### src/rtl/btn_conditioner.sv
// btn_conditioner: synchronise, debounce and latch pushbutton presses until the game tick consumes them,
// with optional auto-repeat while a button stays held.
module btn_conditioner #(
    parameter int N_BTN           = 3,
    parameter int DEBOUNCE_CYCLES = 250000,
    parameter int CNT_W           = 18,
    parameter int REPEAT_TICKS    = 0
) (
    input  logic             clk,
    input  logic             rst,
    input  logic [N_BTN-1:0] btn_raw,
    input  logic             tick,
    output logic [N_BTN-1:0] buttons,
    output logic [N_BTN-1:0] btn_level,
    output logic [N_BTN-1:0] press_pulse
);
    typedef enum logic [1:0] {IDLE, PRESS_WAIT, HELD, RELEASE_WAIT} state_t;
    localparam int REP_W = REPEAT_TICKS > 0 ? $clog2(REPEAT_TICKS + 1) : 1;
    localparam logic [CNT_W-1:0] CNT_LAST = CNT_W'(DEBOUNCE_CYCLES - 1);
    localparam logic [REP_W-1:0] REP_LAST = REP_W'(REPEAT_TICKS > 0 ? REPEAT_TICKS - 1 : 0);

    logic [N_BTN-1:0] meta_q, sync_q;

    always_ff @(posedge clk or negedge rst)
        if (!rst) begin
            meta_q <= '0;
            sync_q <= '0;
        end else begin
            meta_q <= btn_raw;
            sync_q <= meta_q;
        end

    genvar c;
    for (c = 0; c < N_BTN; c++) begin : g_ch
        state_t           state_q, state_d;
        logic [CNT_W-1:0] cnt_q, cnt_d;
        logic [REP_W-1:0] rep_q, rep_d;
        logic             pulse_q, pulse_d, level_q, level_d, req_q, req_d;
        logic             s, held, rep_fire;
        assign s = sync_q[c];

        always_comb begin
            state_d = state_q;
            cnt_d   = '0;
            pulse_d = 1'b0;
            unique case (state_q)
                IDLE:       state_d = s ? PRESS_WAIT : IDLE;
                PRESS_WAIT: begin
                    cnt_d = cnt_q + 1'b1;
                    if (!s) begin
                        state_d = IDLE;
                        cnt_d   = '0;
                    end else if (cnt_d == CNT_LAST) begin
                        state_d = HELD;
                        cnt_d   = '0;
                        pulse_d = 1'b1;
                    end
                end
                HELD:       state_d = s ? HELD : RELEASE_WAIT;
                RELEASE_WAIT: begin
                    cnt_d = cnt_q + 1'b1;
                    if (s) begin
                        state_d = HELD;
                        cnt_d   = '0;
                    end else if (cnt_d == CNT_LAST) begin
                        state_d = IDLE;
                        cnt_d   = '0;
                    end
                end
                default:    state_d = IDLE;
            endcase
            held     = state_q == HELD || state_q == RELEASE_WAIT;
            // a repeat re-arms the request on the same tick that would otherwise clear it
            rep_fire = (REPEAT_TICKS > 0) && held && tick && rep_q == REP_LAST;
            rep_d    = (!held || rep_fire) ? '0 : (tick && rep_q != '1) ? rep_q + 1'b1 : rep_q;
            level_d  = state_d == HELD || state_d == RELEASE_WAIT;
            req_d    = pulse_q || rep_fire || (req_q && !tick);
        end

        always_ff @(posedge clk or negedge rst)
            if (!rst) begin
                state_q <= IDLE;
                cnt_q   <= '0;
                rep_q   <= '0;
                pulse_q <= 1'b0;
                level_q <= 1'b0;
                req_q   <= 1'b0;
            end else begin
                state_q <= state_d;
                cnt_q   <= cnt_d;
                rep_q   <= rep_d;
                pulse_q <= pulse_d;
                level_q <= level_d;
                req_q   <= req_d;
            end

        assign buttons[c]     = req_q;
        assign btn_level[c]   = level_q;
        assign press_pulse[c] = pulse_q;
    end
endmodule
### config.mk
export PLATFORM = sky130hd
export DESIGN_NAME = btn_conditioner
export DESIGN_NICKNAME = d
export VERILOG_FILES = /design/src/rtl/btn_conditioner.sv
export SDC_FILE = /design/constraint.sdc
export NUM_CORES = 1
export LEC_CHECK = 0
export ABC_CLOCK_PERIOD_IN_PS = 6900
export CORE_ASPECT_RATIO = 1.5
export CORE_MARGIN = 5
export CORE_UTILIZATION = 25
export CTS_CLUSTER_DIAMETER = 100
export DETAILED_ROUTE_END_ITERATION = 8
export GPL_ROUTABILITY_DRIVEN = 0
export SYNTH_ARGS = -nofsm -noshare
export SYNTH_HDL_FRONTEND = slang
export SYNTH_SLANG_ARGS = --single-unit
### constraint.sdc
create_clock -name clk -period 6.9 [get_ports clk]
set_clock_uncertainty 0.15 [all_clocks]
set_input_delay 2.07 -clock clk [delete_from_list [all_inputs] [get_ports clk]]
set_output_delay 2.07 -clock clk [all_outputs]
set_load 0.02 [all_outputs]
==> impl_metrics.env <==
export IMPL_status="completed"
export IMPL_drc=0
export IMPL_area_delta_synth_final_pct=14.6
export IMPL_post_cts_buffers=0
export IMPL_num_antenna_cells=0
export IMPL_p_seq_share_pct=45.9
export IMPL_pwr_share_clk_pct=51.8
export IMPL_cts_sinks=75
export IMPL_syn_inst=400
export IMPL_seq_area_sq_mm=0.00188
export IMPL_seq_area_frac_synth_pct=46.7
export IMPL_nFillCells=1662
export IMPL_clock_tree_buffer_depth=2
export IMPL_p_switching_uw=201
export IMPL_ys_flop_type="dfrtp_1"
export IMPL_worst_setup_path_type="flop to output pin"
export IMPL_required_ns=4.68
export IMPL_synth_seq_cells=75
export IMPL_use_met1_pct=10.5
export IMPL_synth_edf_count=0
export IMPL_routed_wl_mm=7.77
export IMPL_maxCapViolations=0
export IMPL_min_delay_start="meta_q[0]"
export IMPL_postRouteAntennaNets=0
export IMPL_grt_use_met2_pct=15.5
export IMPL_num_rows=56
export IMPL_drtPass1Iterations=4
export IMPL_dpl_hpwl_mm=5.47
export IMPL_routedWlPerCell_microns=12.7
export IMPL_yosysTopAreaCellShare_pct=46.7
export IMPL_avgViaCountPerCell=4.67
export IMPL_io_buffer_count=14
export IMPL_syn_area_per_cell_sq_um=10.1
export IMPL_rsz0062_at_grt="no"
export IMPL_vias=2846
export IMPL_final_hold_viol_count=0
export IMPL_drtIter0Drc=114
export IMPL_dieWidth_microns=114
export IMPL_grt_max_degree=76
export IMPL_crit_family="buffers and inverters"
export IMPL_synth_top_family_by_area="simple AND/OR/NAND/NOR gates"
export IMPL_yosysUniqueCellTypes=55
export IMPL_ios=15
export IMPL_mostFrequentLayoutCells="dfrtp_1 (75), nor2_1 (43), nor3_1 (33)"
export IMPL_crit_arrival_ns=1.35
export IMPL_synth_fa_ha_area_share_pct=1.87
export IMPL_combPwrFrac_pct=2.3
export IMPL_synth_xor_area_share_pct=11.3
export IMPL_multi_input_area_sq_mm=0.00197
export IMPL_yosysTopAreaCell="dfrtp_1"
export IMPL_dieArea_sq_mm=0.0188
export IMPL_internal_power_uw=776
export IMPL_power_uw=977
export IMPL_start_util_pct=25.6
export IMPL_synthArstFlopShare_pct=100
export IMPL_grt_pass1_wl_mm=13.6
export IMPL_cp_start_kind="flop"
export IMPL_final_setup_viol_count=0
export IMPL_startpoint="g_ch[2].pulse_q"
export IMPL_crit_fanout=2
export IMPL_crit_path_end_kind="output pin"
export IMPL_peakVddDrop_mv=0.124
export IMPL_drive_gt1_share_pct=9.58
export IMPL_cts_buffers=9
export IMPL_hp_class="flop to flop"
export IMPL_r2r_start="g_ch[1].cnt_q[5]"
export IMPL_ys_top_cells_by_area="dfrtp_1 (47%), xnor2_1 (5.9%), xor2_1 (5.4%)"
export IMPL_holdBufCountCts=0
export IMPL_critPathBufInv=1
export IMPL_cts_tree="yes"
export IMPL_gr_total_overflow=0
export IMPL_crit_path_top_delay_cell="clkdlybuf4s50_1"
export IMPL_clk_pin_slew_ns=0.06
export IMPL_min_period_over_period_pct=51.7
export IMPL_cpPeakStageDelay_ns=0.63
export IMPL_synthSimpleGateAreaFrac_pct=27.8
export IMPL_met3_usage_pct=2.62
export IMPL_cts_max_level=3
export IMPL_antenna_found_initial=0
export IMPL_core_area_sq_mm=0.0157
export IMPL_final_nets=414
export IMPL_grt_util_all_layers_pct=8.95
export IMPL_p_per_area_mw_per_mm2=212
export IMPL_cts_repair_resize_count=0
export IMPL_swShare_pct=20.6
export IMPL_slew_limit_headroom_pct=29.6
export IMPL_tightest_slew_ns=1.05
export IMPL_fin_crit_ns=3.57
export IMPL_grt_pass1_vias=2908
export IMPL_top_usage_layer="met2"
export IMPL_die_h_microns=165
export IMPL_leakagePower_uw=0.00181
export IMPL_drv_slew=0
export IMPL_tns_ns=0
export IMPL_insertion_delay_ns=0.33
export IMPL_fmax_ghz=0.280
export IMPL_synth_warnings=0
export IMPL_crit_chain="clkdlybuf4s50_1"
export IMPL_synth_area_sq_mm=0.00402
export IMPL_final_common_cell="dfrtp_1"
export IMPL_syn_nets=412
export IMPL_synthMuxAreaShare_pct=2.12
export IMPL_synth_compound_area_share_pct=5.79
export IMPL_cts_root_buffer="clkbuf_16"
-- per-layer routing --
layer  routed length [microns]  up-vias  part of all wire [%]
met3                       237        7                   3.0
met4                        96        0                   1.2
met5                         0        -                     0
met1                      3460     1398                    45
li1                          -     1412                     -
met2                      3980       29                    51
-- registers in the layout (all words and copies together) (netlist names) --
name          flops
sync_q            3
g_ch.cnt_q       54
g_ch.req_q        3
g_ch.pulse_q      3
g_ch.level_q      3
meta_q            3
g_ch.state_q      6
-- stage by stage --
step / utilization [%] / cells / cell area [sq um] / setup WS (ns) / hold WS, ns
after global placement: 27.3 / 594 / 4280 / 3.66 / 0.186
after floorplan: - / 400 / 4020 / 4.18 / 0.181
after global routing: 29.4 / 610 / 4610 / 3.28 / 0.210
after detailed placement: 27.3 / 594 / 4280 / 3.67 / 0.189
after CTS: 29.4 / 610 / 4610 / 3.30 / 0.203
final: 29.4 / 610 / 4610 / 3.33 / 0.200
-- power by group through the flow --
stage | clock (uW) | sequential, uW | combinational, uW
after floorplan | 0 | 455 | 9.40
after global placement | 0 | 457 | 23.2
after detailed placement | 0 | 457 | 23.9
after CTS | 522 | 449 | 23.7
after global routing | 545 | 449 | 26.2
final | 506 | 449 | 22.3
-- layout make-up --
cell class | instances | area share, %
Multi-Input combinational cell | 290 | 42.7
Sequential cell | 75 | 40.7
Tap cell | 203 | 5.51
Clock buffer | 10 | 5.19
Timing Repair Buffer | 14 | 2.99
Clock inverter | 6 | 1.93
Inverter | 12 | 0.977
-- synthesized netlist by cell type (2+ instances only) --
master / instances
nor4_2: 5
nor2b_1: 2
or2_1: 2
mux2_2: 2
a21boi_0: 2
a21o_1: 4
nand4_1: 18
o21a_1: 2
xnor2_1: 27
or4_4: 2
nor4_1: 5
nand3_1: 20
buf_2: 4
and4_1: 5
or3_1: 4
mux2_4: 2
clkbuf_1: 8
o211ai_1: 2
a21oi_1: 8
xor2_1: 25
buf_4: 9
nor2_1: 43
and4b_1: 3
nand3_2: 2
mux2_1: 2
and3_1: 8
nor3_1: 33
or3b_2: 2
ha_1: 6
nand2_1: 16
nor3b_1: 6
o21ai_0: 6
dfrtp_1: 75
nand2b_1: 4
and2_1: 5
inv_1: 12
-- logic make-up (layout without fill, tap and decap cells) --
group           count (synthesis)  in the layout
buf+inv                        35             42
compound gates                 32             32
flops                          75             75
simple gates                  193            193
mux                             7              7
fa+ha+maj                       6              6
xor+xnor                       52             52
-- worst paths after layout --
| path | end | slack [ns] | cells after the start |
|---|---|---|---|
| max in group asynchronous | g_ch[0].cnt_q[4] | 4.26 | 1 |
| setup / recovery | press_pulse[2] | 3.33 | 1 |
| hold reg to reg | sync_q[0] | 0.20 | 0 |
| hold / removal | sync_q[0] | 0.20 | 0 |
| min in group asynchronous | g_ch[1].cnt_q[14] | 1.73 | 1 |
| setup reg to reg | g_ch[1].pulse_q | 3.74 | 6 |
Note: power is estimated with default switching activity, not from simulation.
